--- src/rtl/polyshift_seq_pkg.sv ---
// Shared types for the multi-word shift sequencer.
//   SHIFT_TYPE  : command / shifter operation type
//   seq_state_t : sequencer FSM state
package polyshift_seq_pkg;

  typedef enum logic [1:0] {
    LOGIC = 2'd0,
    ARITH = 2'd1,
    RCR   = 2'd2,
    ROR   = 2'd3
  } SHIFT_TYPE;

  typedef enum logic [2:0] {
    IDLE   = 3'd0,
    FIRST  = 3'd1,
    STREAM = 3'd2,
    FLUSH  = 3'd3,
    DRAIN  = 3'd4
  } seq_state_t;

endpackage

--- src/rtl/polyshift_seq_if.sv ---
// Command / operand / result streams of polyshift_seq.
//   slave  : the sequencer (accepts cmd and operand words, drives results)
//   master : the requester / consumer side
interface polyshift_seq_if #(
  parameter int WORD_WIDTH = 8,
  parameter int MAX_WORDS  = 16
) ();
  import polyshift_seq_pkg::*;

  logic                            cmd_valid_i;
  logic                            cmd_ready_o;
  SHIFT_TYPE                       cmd_type_i;
  logic [$clog2(WORD_WIDTH)-1:0]   cmd_size_i;
  logic [$clog2(MAX_WORDS+1)-1:0]  cmd_words_i;
  logic [WORD_WIDTH-2:0]           cmd_fill_i;
  logic                            in_valid_i;
  logic                            in_ready_o;
  logic [WORD_WIDTH-1:0]           in_data_i;
  logic                            out_valid_o;
  logic                            out_ready_i;
  logic [WORD_WIDTH-1:0]           out_data_o;
  logic                            out_last_o;

  modport slave (
    input  cmd_valid_i, cmd_type_i, cmd_size_i, cmd_words_i, cmd_fill_i,
    input  in_valid_i, in_data_i, out_ready_i,
    output cmd_ready_o, in_ready_o, out_valid_o, out_data_o, out_last_o
  );

  modport master (
    output cmd_valid_i, cmd_type_i, cmd_size_i, cmd_words_i, cmd_fill_i,
    output in_valid_i, in_data_i, out_ready_i,
    input  cmd_ready_o, in_ready_o, out_valid_o, out_data_o, out_last_o
  );
endinterface

--- src/rtl/polyshift_r.sv ---
// Single-word right shifter (combinational).
//   type_i : LOGIC zero-fill, ARITH sign-fill, RCR fill from c_i, ROR rotate
//   size_i : shift amount 0..WORD_WIDTH-1
//   d_i    : word to shift
//   c_i    : carry-in bits for RCR; c_i[0] lands just above d_i's MSB
//   q_o    : shifted word
module polyshift_r
  import polyshift_seq_pkg::*;
#(
  parameter int WORD_WIDTH = 8
) (
  input  SHIFT_TYPE                     type_i,
  input  logic [$clog2(WORD_WIDTH)-1:0] size_i,
  input  logic [WORD_WIDTH-1:0]         d_i,
  input  logic [WORD_WIDTH-2:0]         c_i,
  output logic [WORD_WIDTH-1:0]         q_o
);
  // All modes are one right shift of a {fill, d} double word.
  logic [2*WORD_WIDTH-2:0] w_cat;
  logic [2*WORD_WIDTH-2:0] w_sh;

  always_comb begin
    w_cat = {{(WORD_WIDTH-1){1'b0}}, d_i};
    case (type_i)
      LOGIC:   w_cat = {{(WORD_WIDTH-1){1'b0}}, d_i};
      ARITH:   w_cat = {{(WORD_WIDTH-1){d_i[WORD_WIDTH-1]}}, d_i};
      RCR:     w_cat = {c_i, d_i};
      ROR:     w_cat = {d_i[WORD_WIDTH-2:0], d_i};
      default: w_cat = {{(WORD_WIDTH-1){1'b0}}, d_i};
    endcase
  end

  assign w_sh = w_cat >> size_i;
  assign q_o  = w_sh[WORD_WIDTH-1:0];
endmodule

--- src/rtl/polyshift_seq.sv ---
// Multi-word right-shift sequencer. Streams an N-word operand LS word first
// and emits N shifted words; inner words shift in bits of the next-higher
// word, the top word takes its fill from the command type.
//   clk_i, rst_ni : clock, async active-low reset
//   bus           : cmd / operand / result streams (slave side)
//   busy_o        : command in progress
//   done_o        : 1-cycle pulse on command completion
module polyshift_seq
  import polyshift_seq_pkg::*;
#(
  parameter int WORD_WIDTH = 8,
  parameter int MAX_WORDS  = 16
) (
  input  logic                clk_i,
  input  logic                rst_ni,
  polyshift_seq_if.slave      bus,
  output logic                busy_o,
  output logic                done_o
);
  localparam int SW = $clog2(WORD_WIDTH);
  localparam int CW = $clog2(MAX_WORDS+1);

  seq_state_t            r_state;
  SHIFT_TYPE             r_type;
  logic [SW-1:0]         r_size;
  logic [CW-1:0]         r_cnt;     // operand words still to accept
  logic [WORD_WIDTH-2:0] r_fill;
  logic [WORD_WIDTH-1:0] r_hold;    // previous word, waiting for its upper neighbour
  logic [WORD_WIDTH-1:0] r_w0;      // word0, wraps into the top word for ROR
  logic [WORD_WIDTH-1:0] r_out;
  logic                  r_out_vld;
  logic                  r_out_last;
  logic                  r_done;

  logic                  w_cmd_acc, w_in_acc, w_out_free, w_in_rdy;
  SHIFT_TYPE             w_sh_type;
  logic [WORD_WIDTH-2:0] w_sh_c;
  logic [WORD_WIDTH-1:0] w_sh_q;

  // Holding off cmd_ready while done_o is up keeps a new accept out of the
  // completion cycle.
  assign bus.cmd_ready_o = (r_state == IDLE) & ~r_done;
  assign w_cmd_acc       = bus.cmd_valid_i & bus.cmd_ready_o;
  assign w_out_free      = ~r_out_vld | bus.out_ready_i;

  always_comb begin
    w_in_rdy = 1'b0;
    case (r_state)
      FIRST:   w_in_rdy = 1'b1;        // word0 produces no output yet
      STREAM:  w_in_rdy = w_out_free;
      default: w_in_rdy = 1'b0;
    endcase
  end
  assign bus.in_ready_o = w_in_rdy;
  assign w_in_acc       = bus.in_valid_i & w_in_rdy;

  // Inner words: RCR with the incoming word as carry. Top word: per command.
  always_comb begin
    w_sh_type = RCR;
    w_sh_c    = bus.in_data_i[WORD_WIDTH-2:0];
    if (r_state == FLUSH) begin
      case (r_type)
        LOGIC:   w_sh_type = LOGIC;
        ARITH:   w_sh_type = ARITH;
        RCR:     w_sh_c    = r_fill;
        ROR:     w_sh_c    = r_w0[WORD_WIDTH-2:0];
        default: w_sh_type = LOGIC;
      endcase
    end
  end

  polyshift_r #(.WORD_WIDTH(WORD_WIDTH)) u_sh (
    .type_i (w_sh_type),
    .size_i (r_size),
    .d_i    (r_hold),
    .c_i    (w_sh_c),
    .q_o    (w_sh_q)
  );

  always_ff @(posedge clk_i or negedge rst_ni) begin
    if (!rst_ni) begin
      r_state    <= IDLE;
      r_type     <= LOGIC;
      r_size     <= '0;
      r_cnt      <= '0;
      r_fill     <= '0;
      r_hold     <= '0;
      r_w0       <= '0;
      r_out      <= '0;
      r_out_vld  <= 1'b0;
      r_out_last <= 1'b0;
      r_done     <= 1'b0;
    end else begin
      r_done <= 1'b0;
      if (r_out_vld && bus.out_ready_i) r_out_vld <= 1'b0;
      case (r_state)
        IDLE: if (w_cmd_acc) begin
          r_type <= bus.cmd_type_i;
          r_size <= bus.cmd_size_i;
          r_cnt  <= bus.cmd_words_i;
          r_fill <= bus.cmd_fill_i;
          if (bus.cmd_words_i == '0) r_done  <= 1'b1;
          else                       r_state <= FIRST;
        end
        FIRST: if (w_in_acc) begin
          r_hold  <= bus.in_data_i;
          r_w0    <= bus.in_data_i;
          r_cnt   <= r_cnt - 1'b1;
          r_state <= (r_cnt == CW'(1)) ? FLUSH : STREAM;
        end
        STREAM: if (w_in_acc) begin
          r_out      <= w_sh_q;
          r_out_vld  <= 1'b1;
          r_out_last <= 1'b0;
          r_hold     <= bus.in_data_i;
          r_cnt      <= r_cnt - 1'b1;
          if (r_cnt == CW'(1)) r_state <= FLUSH;
        end
        FLUSH: if (w_out_free) begin
          r_out      <= w_sh_q;
          r_out_vld  <= 1'b1;
          r_out_last <= 1'b1;
          r_state    <= DRAIN;
        end
        DRAIN: if (r_out_vld && bus.out_ready_i) begin
          r_out_last <= 1'b0;
          r_done     <= 1'b1;
          r_state    <= IDLE;
        end
        default: r_state <= IDLE;
      endcase
    end
  end

  assign bus.out_valid_o = r_out_vld;
  assign bus.out_data_o  = r_out;
  assign bus.out_last_o  = r_out_last;
  assign busy_o          = (r_state != IDLE);
  assign done_o          = r_done;
endmodule

--- src/flat_wrapper.sv ---
// flat-port wrapper written by rule: the top's interface ports become plain ports
module polyshift_seq_flat import polyshift_seq_pkg::*;
#(
  parameter int WORD_WIDTH = 8,
  parameter int MAX_WORDS  = 16
)
  (clk_i, rst_ni, busy_o, done_o, bus_cmd_valid_i, bus_cmd_type_i, bus_cmd_size_i, bus_cmd_words_i, bus_cmd_fill_i, bus_in_valid_i, bus_in_data_i, bus_out_ready_i, bus_cmd_ready_o, bus_in_ready_o, bus_out_valid_o, bus_out_data_o, bus_out_last_o);
  polyshift_seq_if #(.WORD_WIDTH(WORD_WIDTH), .MAX_WORDS(MAX_WORDS)) bus_i ();
  input  logic clk_i;
  input  logic rst_ni;
  output logic busy_o;
  output logic done_o;
  input wire logic [$bits(bus_i.cmd_valid_i)-1:0] bus_cmd_valid_i;
  input wire logic [$bits(bus_i.cmd_type_i)-1:0] bus_cmd_type_i;
  input wire logic [$bits(bus_i.cmd_size_i)-1:0] bus_cmd_size_i;
  input wire logic [$bits(bus_i.cmd_words_i)-1:0] bus_cmd_words_i;
  input wire logic [$bits(bus_i.cmd_fill_i)-1:0] bus_cmd_fill_i;
  input wire logic [$bits(bus_i.in_valid_i)-1:0] bus_in_valid_i;
  input wire logic [$bits(bus_i.in_data_i)-1:0] bus_in_data_i;
  input wire logic [$bits(bus_i.out_ready_i)-1:0] bus_out_ready_i;
  output wire logic [$bits(bus_i.cmd_ready_o)-1:0] bus_cmd_ready_o;
  output wire logic [$bits(bus_i.in_ready_o)-1:0] bus_in_ready_o;
  output wire logic [$bits(bus_i.out_valid_o)-1:0] bus_out_valid_o;
  output wire logic [$bits(bus_i.out_data_o)-1:0] bus_out_data_o;
  output wire logic [$bits(bus_i.out_last_o)-1:0] bus_out_last_o;
  assign bus_i.cmd_valid_i = bus_cmd_valid_i;
  assign bus_i.cmd_type_i = bus_cmd_type_i;
  assign bus_i.cmd_size_i = bus_cmd_size_i;
  assign bus_i.cmd_words_i = bus_cmd_words_i;
  assign bus_i.cmd_fill_i = bus_cmd_fill_i;
  assign bus_i.in_valid_i = bus_in_valid_i;
  assign bus_i.in_data_i = bus_in_data_i;
  assign bus_i.out_ready_i = bus_out_ready_i;
  assign bus_cmd_ready_o = bus_i.cmd_ready_o;
  assign bus_in_ready_o = bus_i.in_ready_o;
  assign bus_out_valid_o = bus_i.out_valid_o;
  assign bus_out_data_o = bus_i.out_data_o;
  assign bus_out_last_o = bus_i.out_last_o;
  polyshift_seq #(.WORD_WIDTH(WORD_WIDTH), .MAX_WORDS(MAX_WORDS)) u_core (.clk_i(clk_i), .rst_ni(rst_ni), .bus(bus_i), .busy_o(busy_o), .done_o(done_o));
endmodule
--- config.mk ---
export PLATFORM = sky130hd
export DESIGN_NAME = polyshift_seq_flat
export DESIGN_NICKNAME = d
export VERILOG_FILES = /design/src/rtl/polyshift_seq_pkg.sv /design/src/rtl/polyshift_seq_if.sv /design/src/rtl/polyshift_r.sv /design/src/rtl/polyshift_seq.sv /design/src/flat_wrapper.sv
export SDC_FILE = /design/constraint.sdc
export NUM_CORES = 1
export LEC_CHECK = 0
export ABC_AREA = 1
export BUFFER_PORTS_ARGS = -buffer_cell sky130_fd_sc_hd__buf_2
export CAP_MARGIN = 30
export CORE_ASPECT_RATIO = 0.9
export CORE_MARGIN = 5
export CORE_UTILIZATION = 40
export CTS_CLUSTER_DIAMETER = 80
export CTS_CLUSTER_SIZE = 25
export DETAILED_ROUTE_END_ITERATION = 7
export GPL_TIMING_DRIVEN = 0
export HOLD_SLACK_MARGIN = 0.12
export MAX_ROUTING_LAYER = met4
export PLACE_DENSITY = 0.63
export SLEW_MARGIN = 30
export SYNTH_ARGS = -nofsm -noshare
export SYNTH_HDL_FRONTEND = slang
export SYNTH_SLANG_ARGS = --single-unit
export TNS_END_PERCENT = 30
--- constraint.sdc ---
create_clock -name clk_i -period 2.3 [get_ports clk_i]
set_clock_uncertainty 0.2 [all_clocks]
set_input_delay 0.46 -clock clk_i [delete_from_list [all_inputs] [get_ports clk_i]]
set_output_delay 0.46 -clock clk_i [all_outputs]
set_load 0.03 [all_outputs]
==> results of run 1 <==
## registers in the layout, summed over array words and instances, names as in the netlist
register	count
u_core.bus.out_data_o	8
u_core.r_hold	8
u_core.r_w0	7
u_core.r_state	3
u_core.bus.out_last_o	1
u_core.r_type	2
u_core.r_cnt	5
u_core.r_fill	7
u_core.r_size	3
u_core.bus.out_valid_o	1
u_core.done_o	1
## cells by family after synthesis
group                    count (synthesis)  share of synthesized area [%]
AO/OA/AOI/OAI                           47                           10.3
XOR/XNOR                                 2                          0.649
multiplexers                             9                           4.73
AND/OR/NAND/NOR                        208                           34.5
buffers and inverters                   41                           6.22
flip-flops                              46                           42.7
adder cells (fa/ha/maj)                  2                          0.927
## repair_timing
action,in CTS,in global routing
resized for setup,0,0
endpoints found under the hold margin,46,0
hold buffers,1,0
setup endpoints to repair,0,0
## routing by layer
layer / up-vias / part of all wire, %
met5: - / 0
met4: 0 / 0.62
met3: 5 / 4.4
met2: 50 / 46
met1: 1119 / 49
li1: 1251 / -
## worst reg2reg max path: cells and delay by family, from the launching register on
family | cells | cell delay (ns)
simple gates | 10 | 1.08
flops | 1 | 0.44
buf+inv | 1 | 0.13
## cell usage in the layout (no fill, tap or decap), types with 2 or more instances in the layout
cell type | Yosys | final
a21oi_1 | 11 | 11
buf_2 | 8 | 50
clkbuf_1 | 2 | 2
clkbuf_8 | 0 | 6
dfrtp_1 | 46 | 46
ha_1 | 2 | 2
inv_1 | 22 | 22
inv_2 | 6 | 6
mux2_2 | 2 | 2
mux2_4 | 7 | 7
nand2_1 | 124 | 124
nand2_2 | 5 | 5
nand2_4 | 2 | 2
nand3_1 | 38 | 38
nand3_2 | 3 | 3
nor2_1 | 25 | 25
nor2_2 | 2 | 2
nor2_4 | 2 | 2
nor3_1 | 2 | 2
o211ai_1 | 3 | 3
o21ai_0 | 22 | 22
o21ai_1 | 4 | 4
xor2_1 | 2 | 2
## final timing paths
kind	end	slack [ns]
setup / recovery	bus_cmd_ready_o	0.19
hold reg to reg	u_core.bus.out_data_o[3]	0.28
max in group asynchronous	u_core.r_hold[6]	0.99
hold / removal	u_core.r_fill[3]	0.15
min in group asynchronous	u_core.r_cnt[2]	0.50
setup reg to reg	u_core.bus.out_data_o[7]	0.39
## layout make-up
class	instances	area, um2
Clock inverter	2	12.5
Buffer	11	52.6
Fill cell	718	3450
Tap cell	90	113
Sequential cell	46	1150
Clock buffer	6	82.6
Inverter	30	115
Multi-Input combinational cell	268	1380
Timing Repair Buffer	44	228
## power breakdown
group,switching (mW),internal [mW]
combinational,1.81,0.963
sequential,0.250,1.21
clock,0.288,0.242
total,2.35,2.42
==> flow_summary.ini, run 1 <==
[power_and_ir_drop]
p_leak_nw = 1.63
p_per_area_mw_per_mm2 = 1520
vdd_drop_max_v = 0.000629
totalPowerFinal_mw = 4.77

[sta]
setup_viol = 0
fin_crit_sh_pct = 91.9
drv_slew = 0
hold_slack_ns = 0.146
fin_ws_ns = 0.187
slew_headroom_pct = 60.5
fmax_ghz = 0.473
hold_viol_final = 0
rsz0062_at_grt = false
finalCriticalPeriod_ns = 2.11
worst_pin_slew_ns = 0.592
tns_ns = 0

[worst_setup_path]
critPathLaunch = u_core.r_state[0]
crit_fanout = 6
cp_num_buf_inv = 3
rr_startpoint = u_core.r_state[2]
cp_common_cell = inv_2
cp.depth = 6
arrival_ns = 1.45
end_kind = primary output
critPathKind = reg -> out
r2r_cells = 11
critical_path.max_stage_delay_ns = 0.46
cp_cell_sequence = inv_2, nand2_1, inv_2, nand2_2, nor2_4, buf_2
critical-path-top-delay-family = flip-flops
worst_setup_path_start_kind = register
cp_slowest_cell = dfrtp_1
cp.required_ns = 1.64

[route]
post_drt_wl_per_cell_um = 13.0
ant_nets = 0
viasPerCell = 4.88
dr.pass1.iters = 4
drc = 0
wl_um = 6450
vias = 2425
drt_iter0_drc = 149

[yosys]
ys.warnings.count = 0
synth_most_common_cell = nand2_1
yosysTopAreaCell = dfrtp_1
synthFlopType = dfrtp_1
yosysUniqueCellTypes = 37
yosysSeqAreaShare_pct = 42.7
synth.area.top_cells = dfrtp_1, nand2_1, nand3_1, o21ai_0, mux2_4
synth_edf_count = 0
netlist.area_leader.share_pct = 42.7
syn_area_mm2 = 0.00270
synthTopCellsByCount = nand2_1, dfrtp_1, nand3_1
syn_inst = 355
ys_seq_elements = 46
synth_nets = 387
synth_area_per_cell_um2 = 7.60
ys_async_sr_fraction_pct = 100

[place]
portBuffers = 43
place.gp.congestion = 0.860
place_inst = 488
post_dp_cell_area_mm2 = 0.00303
dp_hpwl_um = 4860
dp_slack_ns = 0.381

[global_route]
met3_usage_pct = 3.26
met2_usage_pct = 26.7
antenna_found_initial = 0
grt_max_degree = 47
grt_pass1_vias = 2352
overflow = 0
grt_use_met1_pct = 23.0
grt_usage_pct = 16.9
grt-busiest-layer = met2
grt_pass1_wl_um = 11000

[clocking]
cts_setup_buffers = 0
cts_buffers = 5
clk_pin_slew_ns = 0.09
clockRootBuffer = clkbuf_8
cts_tree = yes
ctsLongestPathBuffers = 2
cts.sink_count = 46
clock_latency_ns = 0.30
h-tree-depth = 2

[final_layout]
antenna_cells = 0
syn_to_final_growth_pct = 16.1
drive_gt1_share_pct = 23.3
postLayoutCoreUtil_pct = 47.6
nNetsFinal = 438
fin_area_mm2 = 0.00313
fin_cells = 497

[die]
die_area_mm2 = 0.00849
die_x_um = 96.6
start_util_pct = 41.0
die_height_um = 87.9
ioPinCount = 44
rows = 28
core_mm2 = 0.00659

[min_path]
holdPathStages = 3
min_from = bus_cmd_fill_i[3]
hold_path.class = in -> reg

[run]
maxCapViolCount = 0

[status]
run_status = finished clean
Note: power is estimated with default switching activity, not from simulation.
==> run 2: changes to the inputs <==
--- a/config.mk
+++ b/config.mk
@@ -6,18 +6,19 @@
 export NUM_CORES = 1
 export LEC_CHECK = 0
 export ABC_AREA = 1
-export BUFFER_PORTS_ARGS = -buffer_cell sky130_fd_sc_hd__buf_2
 export CAP_MARGIN = 30
 export CORE_ASPECT_RATIO = 0.9
 export CORE_MARGIN = 5
 export CORE_UTILIZATION = 40
+export CTS_BUF_LIST = sky130_fd_sc_hd__clkbuf_8
 export CTS_CLUSTER_DIAMETER = 80
 export CTS_CLUSTER_SIZE = 25
 export DETAILED_ROUTE_END_ITERATION = 7
+export DONT_BUFFER_PORTS = 1
 export GPL_TIMING_DRIVEN = 0
 export HOLD_SLACK_MARGIN = 0.12
 export MAX_ROUTING_LAYER = met4
-export PLACE_DENSITY = 0.63
+export PLACE_DENSITY = 0.57
 export SLEW_MARGIN = 30
 export SYNTH_ARGS = -nofsm -noshare
 export SYNTH_HDL_FRONTEND = slang
==> flow_summary.ini, run 2 (same netlist as run 1, synthesis figures left out) <==
[status]
run_status = finished clean

[power_and_ir_drop]
vdd_drop_max_v = 0.000478
switching_share_pct = 48.2
p_switching_mw = 2.28
p_int_mw = 2.45
p_clk_share_pct = 13.1
sequentialPowerShare_pct = 35.0
combPwrFrac_pct = 51.9
p_per_area_mw_per_mm2 = 1490
p_leak_nw = 1.56

[global_route]
overflow = 0
grt_pass1_vias = 2228
grt_usage_pct = 17.4
grt_pass1_wl_um = 11000
antenna_found_initial = 0
grt_max_degree = 47

[die]
ioPinCount = 44
die_x_um = 96.6
rows = 28
start_util_pct = 41.0
core_mm2 = 0.00659
die_height_um = 87.9
die_area_mm2 = 0.00849

[worst_setup_path]
regToRegSetupSlack_ns = 0.20
r2r_cells = 11
cp_common_cell = inv_2
critPathLaunch = u_core.r_state[0]
rr_startpoint = u_core.r_state[0]
cp.required_ns = 1.64
cp_num_buf_inv = 2
worst_setup_path_start_kind = register
crit_fanout = 6
critical_path.max_stage_delay_ns = 0.46
rr_endpoint = u_core.r_cnt[2]
critical-path-top-delay-family = simple AND/OR/NAND/NOR gates
cp_cell_sequence = inv_2, nand2_1, inv_2, nand2_2, nor2_4
end_kind = primary output
critPathKind = reg -> out
cp_slowest_cell = dfrtp_1
arrival_ns = 1.51

[place]
place_inst = 445
post_dp_cell_area_mm2 = 0.00281
place.gp.congestion = 0.817
dp_hpwl_um = 4830
portBuffers = 0

[final_layout]
syn_to_final_growth_pct = 17.7
drive_gt1_share_pct = 13.2
antenna_cells = 0
fin_area_mm2 = 0.00318
layout_common_cells = nand2_1, dfrtp_1, nand3_1
fin_cells = 475
nNetsFinal = 417
final_common_cell = nand2_1

[min_path]
holdPathStages = 2
whs_endpoint = u_core.r_hold[4]
hold_path.class = in -> reg
min_from = bus_in_data_i[4]

[clocking]
clk_pin_slew_ns = 0.09
clockRootBuffer = clkbuf_8
h-tree-depth = 2
clock_latency_ns = 0.30
cts_setup_buffers = 0
cts_resized = 0
cts.sink_count = 46
ctsLongestPathBuffers = 2
cts_buffers = 5
cts_tree = yes

[route]
drc = 0
wl_um = 6520
post_drt_wl_per_cell_um = 13.7
viasPerCell = 4.93
drt_iter0_drc = 94
vias = 2341
ant_nets = 0
dr.pass1.iters = 4

[sta]
setup_viol = 0
hold_viol_final = 0
fin_crit_sh_pct = 94.2
drv_slew = 0
rsz0062_at_grt = false
hold_slack_ns = 0.124
slew_headroom_pct = 71.1
finalCriticalPeriod_ns = 2.17
worst_pin_slew_ns = 0.433
tns_ns = 0
fmax_ghz = 0.462

[run]
maxCapViolCount = 0
## run 2: cell count changes in the layout (fill, tap and decap cells not counted), sizes merged
cell and change:
buf -43, bufinv +1, clkinv -1, clkinvlp -1, dlygate4sd3 +22
## run 2: routing by layer
layer	routed length (um)	up-vias	GRT usage, %
met2	2890	50	26.0
li1	-	1203	-
met1	3230	1084	23.4
met4	44	0	4.97
met3	350	4	4.21
met5	0	-	-
## run 2: worst max-delay path by stage
stage,to,slack (ns),cells after the start
2_1_floorplan,u_core.r_w0[0],0.39,6
3_3_place_gp,u_core.r_size[1],0.11,9
3_5_place_dp,u_core.r_size[2],0.09,9
4_1_cts,u_core.r_size[1],0.09,9
5_1_grt,u_core.r_size[0],0.03,9
6_report,bus_cmd_ready_o,0.13,5
## run 2: power by group through the flow
stage | combinational [mW] | clock [mW] | sequential [mW]
after floorplan | 2.00 | 0 | 1.59
after global placement | 2.37 | 0 | 1.67
after detailed placement | 2.40 | 0 | 1.67
after CTS | 2.48 | 0.630 | 1.66
after global routing | 2.81 | 0.669 | 1.71
final | 2.46 | 0.620 | 1.66
## run 2: area by class of cell
cell class / count / area [um2]
repair buffers: 24 / 258
clock buffers: 6 / 82.6
flip-flops and latches: 46 / 1150
well taps: 90 / 113
clock inverters: 1 / 30.0
inverters: 30 / 115
fillers: 694 / 3410
plain buffers: 10 / 47.5
multi-input cells: 268 / 1380
## run 2: metrics by stage
| step | power [mW] | utilization, % | setup slack (ns) |
|---|---|---|---|
| after global placement | 4.04 | 42.7 | 0.113 |
| after detailed placement | 4.08 | 42.7 | 0.0871 |
| after global routing | 5.19 | 48.2 | 0.0333 |
| after CTS | 4.77 | 48.0 | 0.0872 |
| final | 4.73 | 48.2 | 0.134 |
| after floorplan | 3.59 | - | 0.390 |
## run 2: timing repair
item,in CTS,in global routing
hold buffers,22,2
setup endpoints to repair,0,6
hold endpoints to repair,70,2
==> run 3: changes to the inputs <==
--- a/config.mk
+++ b/config.mk
@@ -5,7 +5,6 @@
 export SDC_FILE = /design/constraint.sdc
 export NUM_CORES = 1
 export LEC_CHECK = 0
-export ABC_AREA = 1
 export CAP_MARGIN = 30
 export CORE_ASPECT_RATIO = 0.9
 export CORE_MARGIN = 5
@@ -19,6 +18,7 @@
 export HOLD_SLACK_MARGIN = 0.12
 export MAX_ROUTING_LAYER = met4
 export PLACE_DENSITY = 0.57
+export SETUP_SLACK_MARGIN = 0.15
 export SLEW_MARGIN = 30
 export SYNTH_ARGS = -nofsm -noshare
 export SYNTH_HDL_FRONTEND = slang
==> constraint.sdc (replaced) <==
create_clock -name clk_i -period 2.3 [get_ports clk_i]
set_clock_uncertainty 0.2 [all_clocks]
set_input_delay 0.23 -clock clk_i [delete_from_list [all_inputs] [get_ports clk_i]]
set_output_delay 0.23 -clock clk_i [all_outputs]
set_load 0.03 [all_outputs]
==> flow_summary.ini, run 3 <==
[sta]
rsz0062_at_grt = true
setup_viol = 0
hold_viol_final = 0
fmax_ghz = 0.468
tns_ns = 0
finalCriticalPeriod_ns = 2.14
worst_pin_slew_ns = 0.631
fin_crit_sh_pct = 92.9
drv_slew = 0
slew_headroom_pct = 57.8

[yosys]
yosysUniqueCellTypes = 52
ys_seq_elements = 46
ys.warnings.count = 0
netlist.area_leader.share_pct = 42.0
yosysSeqAreaShare_pct = 42.0
synthTopCellsByCount = dfrtp_1, mux2_2, nor2_1
synth_nets = 298
ys_async_sr_fraction_pct = 100
yosysTopAreaCell = dfrtp_1
syn_inst = 266
synth.area.top_cells = dfrtp_1, mux2_2, mux2i_1, a21oi_1, nor2_1
synth_most_common_cell = dfrtp_1
synth_edf_count = 0
syn_area_mm2 = 0.00274
synth_area_per_cell_um2 = 10.3
synthFlopType = dfrtp_1

[final_layout]
syn_to_final_growth_pct = 22.8
final_common_cell = dfrtp_1
fillers = 602
nNetsFinal = 338
antenna_cells = 0
layout_common_cells = dfrtp_1, mux2_2, dlygate4sd3_1
drive_gt1_share_pct = 24.8

[power_and_ir_drop]
combPwrFrac_pct = 6.1
totalPowerFinal_mw = 1.43
p_per_area_mw_per_mm2 = 423
sequentialPowerShare_pct = 56.7
p_int_mw = 1.07
p_clk_share_pct = 37.2
p_leak_nw = 1.42
vdd_drop_max_v = 0.000281
p_switching_uw = 351
switching_share_pct = 24.7

[worst_setup_path]
crit_fanout = 10
arrival_ns = 2.14
r2r_cells = 5
critPathKind = reg -> reg
cp.required_ns = 2.30
worst_setup_path_start_kind = register
end_kind = register

[clocking]
ctsLongestPathBuffers = 2
clockRootBuffer = clkbuf_8
cts.sink_count = 46
h-tree-depth = 2
clock_latency_ns = 0.31
cts_tree = yes
clk_pin_slew_ns = 0.09
cts_buffers = 5

[die]
core_mm2 = 0.00662
die_x_um = 97.3
ioPinCount = 44
die_height_um = 88.6
die_area_mm2 = 0.00862
rows = 28
start_util_pct = 41.4

[min_path]
holdPathStages = 4
hold_path.class = in -> reg

[global_route]
grt-busiest-layer = met2
met2_usage_pct = 25.1
antenna_found_initial = 0
grt_usage_pct = 17.4
overflow = 0
met3_usage_pct = 5.12
grt_pass1_vias = 2085
grt_use_met1_pct = 23.9
grt_pass1_wl_um = 11400
grt_max_degree = 47

[place]
dp_hpwl_um = 4860
place.gp.congestion = 0.887
portBuffers = 0

[route]
drt_iter0_drc = 199
post_drt_wl_per_cell_um = 17.5
wl_um = 6940
dr.pass1.iters = 5
vias = 2227
ant_nets = 0
drc = 0
viasPerCell = 5.61

[status]
run_status = finished clean

[run]
maxCapViolCount = 0
run 3: changes by cell type after synthesis, moves of 7 or more:
cell / previous run / this run
a21oi_1: 11 / 18
inv_1: 22 / 4
mux2_2: 2 / 32
mux2_4: 7 / 0
mux2i_1: 0 / 10
nand2_1: 124 / 17
nand3_1: 38 / 8
o21ai_0: 22 / 12
run 3: worst paths after layout:
| check | start | end | slack [ns] |
|---|---|---|---|
| min reg2reg | u_core.r_fill[4] | u_core.r_fill[4] | 0.31 |
| max in group asynchronous | rst_ni | u_core.r_state[1] | 1.45 |
| min in group asynchronous | rst_ni | u_core.r_w0[5] | 0.21 |
| max | u_core.r_state[2] | u_core.r_fill[3] | 0.16 |
| max reg2reg | u_core.r_state[2] | u_core.r_fill[3] | 0.16 |
| min | bus_in_data_i[1] | u_core.bus.out_data_o[5] | 0.13 |
run 3: kinds of logic after synthesis:
family	Yosys count	share of synthesized area, %
compound gates	72	18.8
fa+ha+maj	2	0.912
buf+inv	23	4.42
flops	46	42.0
mux	45	19.3
simple gates	78	14.6
run 3: per-layer routing:
layer	part of all wire, %	routed length [um]
met1	49	3370
met2	43	2990
met3	6.4	442
met4	2.1	143
met5	0	0
run 3: what timing repair did:
item                                   CTS  global route
pin swaps                                2             1
resized for setup                        6            13
endpoints found under the hold margin   83             0
cloned                                   0             0
hold buffers                            28             0
setup endpoints to repair               14            28
setup buffers                            3             2
run 3: cell type report:
cell class                 count  area, um2  share of cell area, %
inverter                       4       15.0                  0.446
clock buffer                   5       68.8                   2.04
sequential                    46       1150                   34.3
tap                           90        113                   3.34
clock inverter                 3       25.0                  0.743
timing repair buffer          33        335                   9.96
buffer                        19        130                   3.86
multi-input combinational    197       1530                   45.3
run 3: power by group through the flow:
| stage | combinational, mW | sequential, mW | clock, mW |
|---|---|---|---|
| 2_1_floorplan | 0.0174 | 0.824 | 0 |
| 3_3_place_gp | 0.0210 | 0.824 | 0 |
| 3_5_place_dp | 0.0211 | 0.824 | 0 |
| 4_1_cts | 0.0861 | 0.808 | 0.545 |
| 5_1_grt | 0.0964 | 0.808 | 0.593 |
| 6_report | 0.0876 | 0.808 | 0.530 |
run 3: worst max-delay path, cell delays in order, from the launching register on:
cell and delay, ns:
dfrtp_2 0.46, nor4_4 0.54, and2_1 0.22, buf_6 0.14, buf_12 0.14, mux2_2 0.33
run 3: metrics by stage:
stage / cells / setup WS (ns) / instance area, um2 / utilization (%) / hold WS (ns)
floorplan: 266 / 0.173 / 2760 / - / -0.266
global placement: 356 / 0.0209 / 2870 / 43.3 / -0.264
detailed placement: 356 / 0.0137 / 2870 / 43.3 / -0.264
CTS: 395 / 0.163 / 3300 / 49.9 / 0.121
global route: 397 / 0.0953 / 3370 / 50.9 / 0.159
finish: 397 / 0.164 / 3370 / 50.9 / 0.132
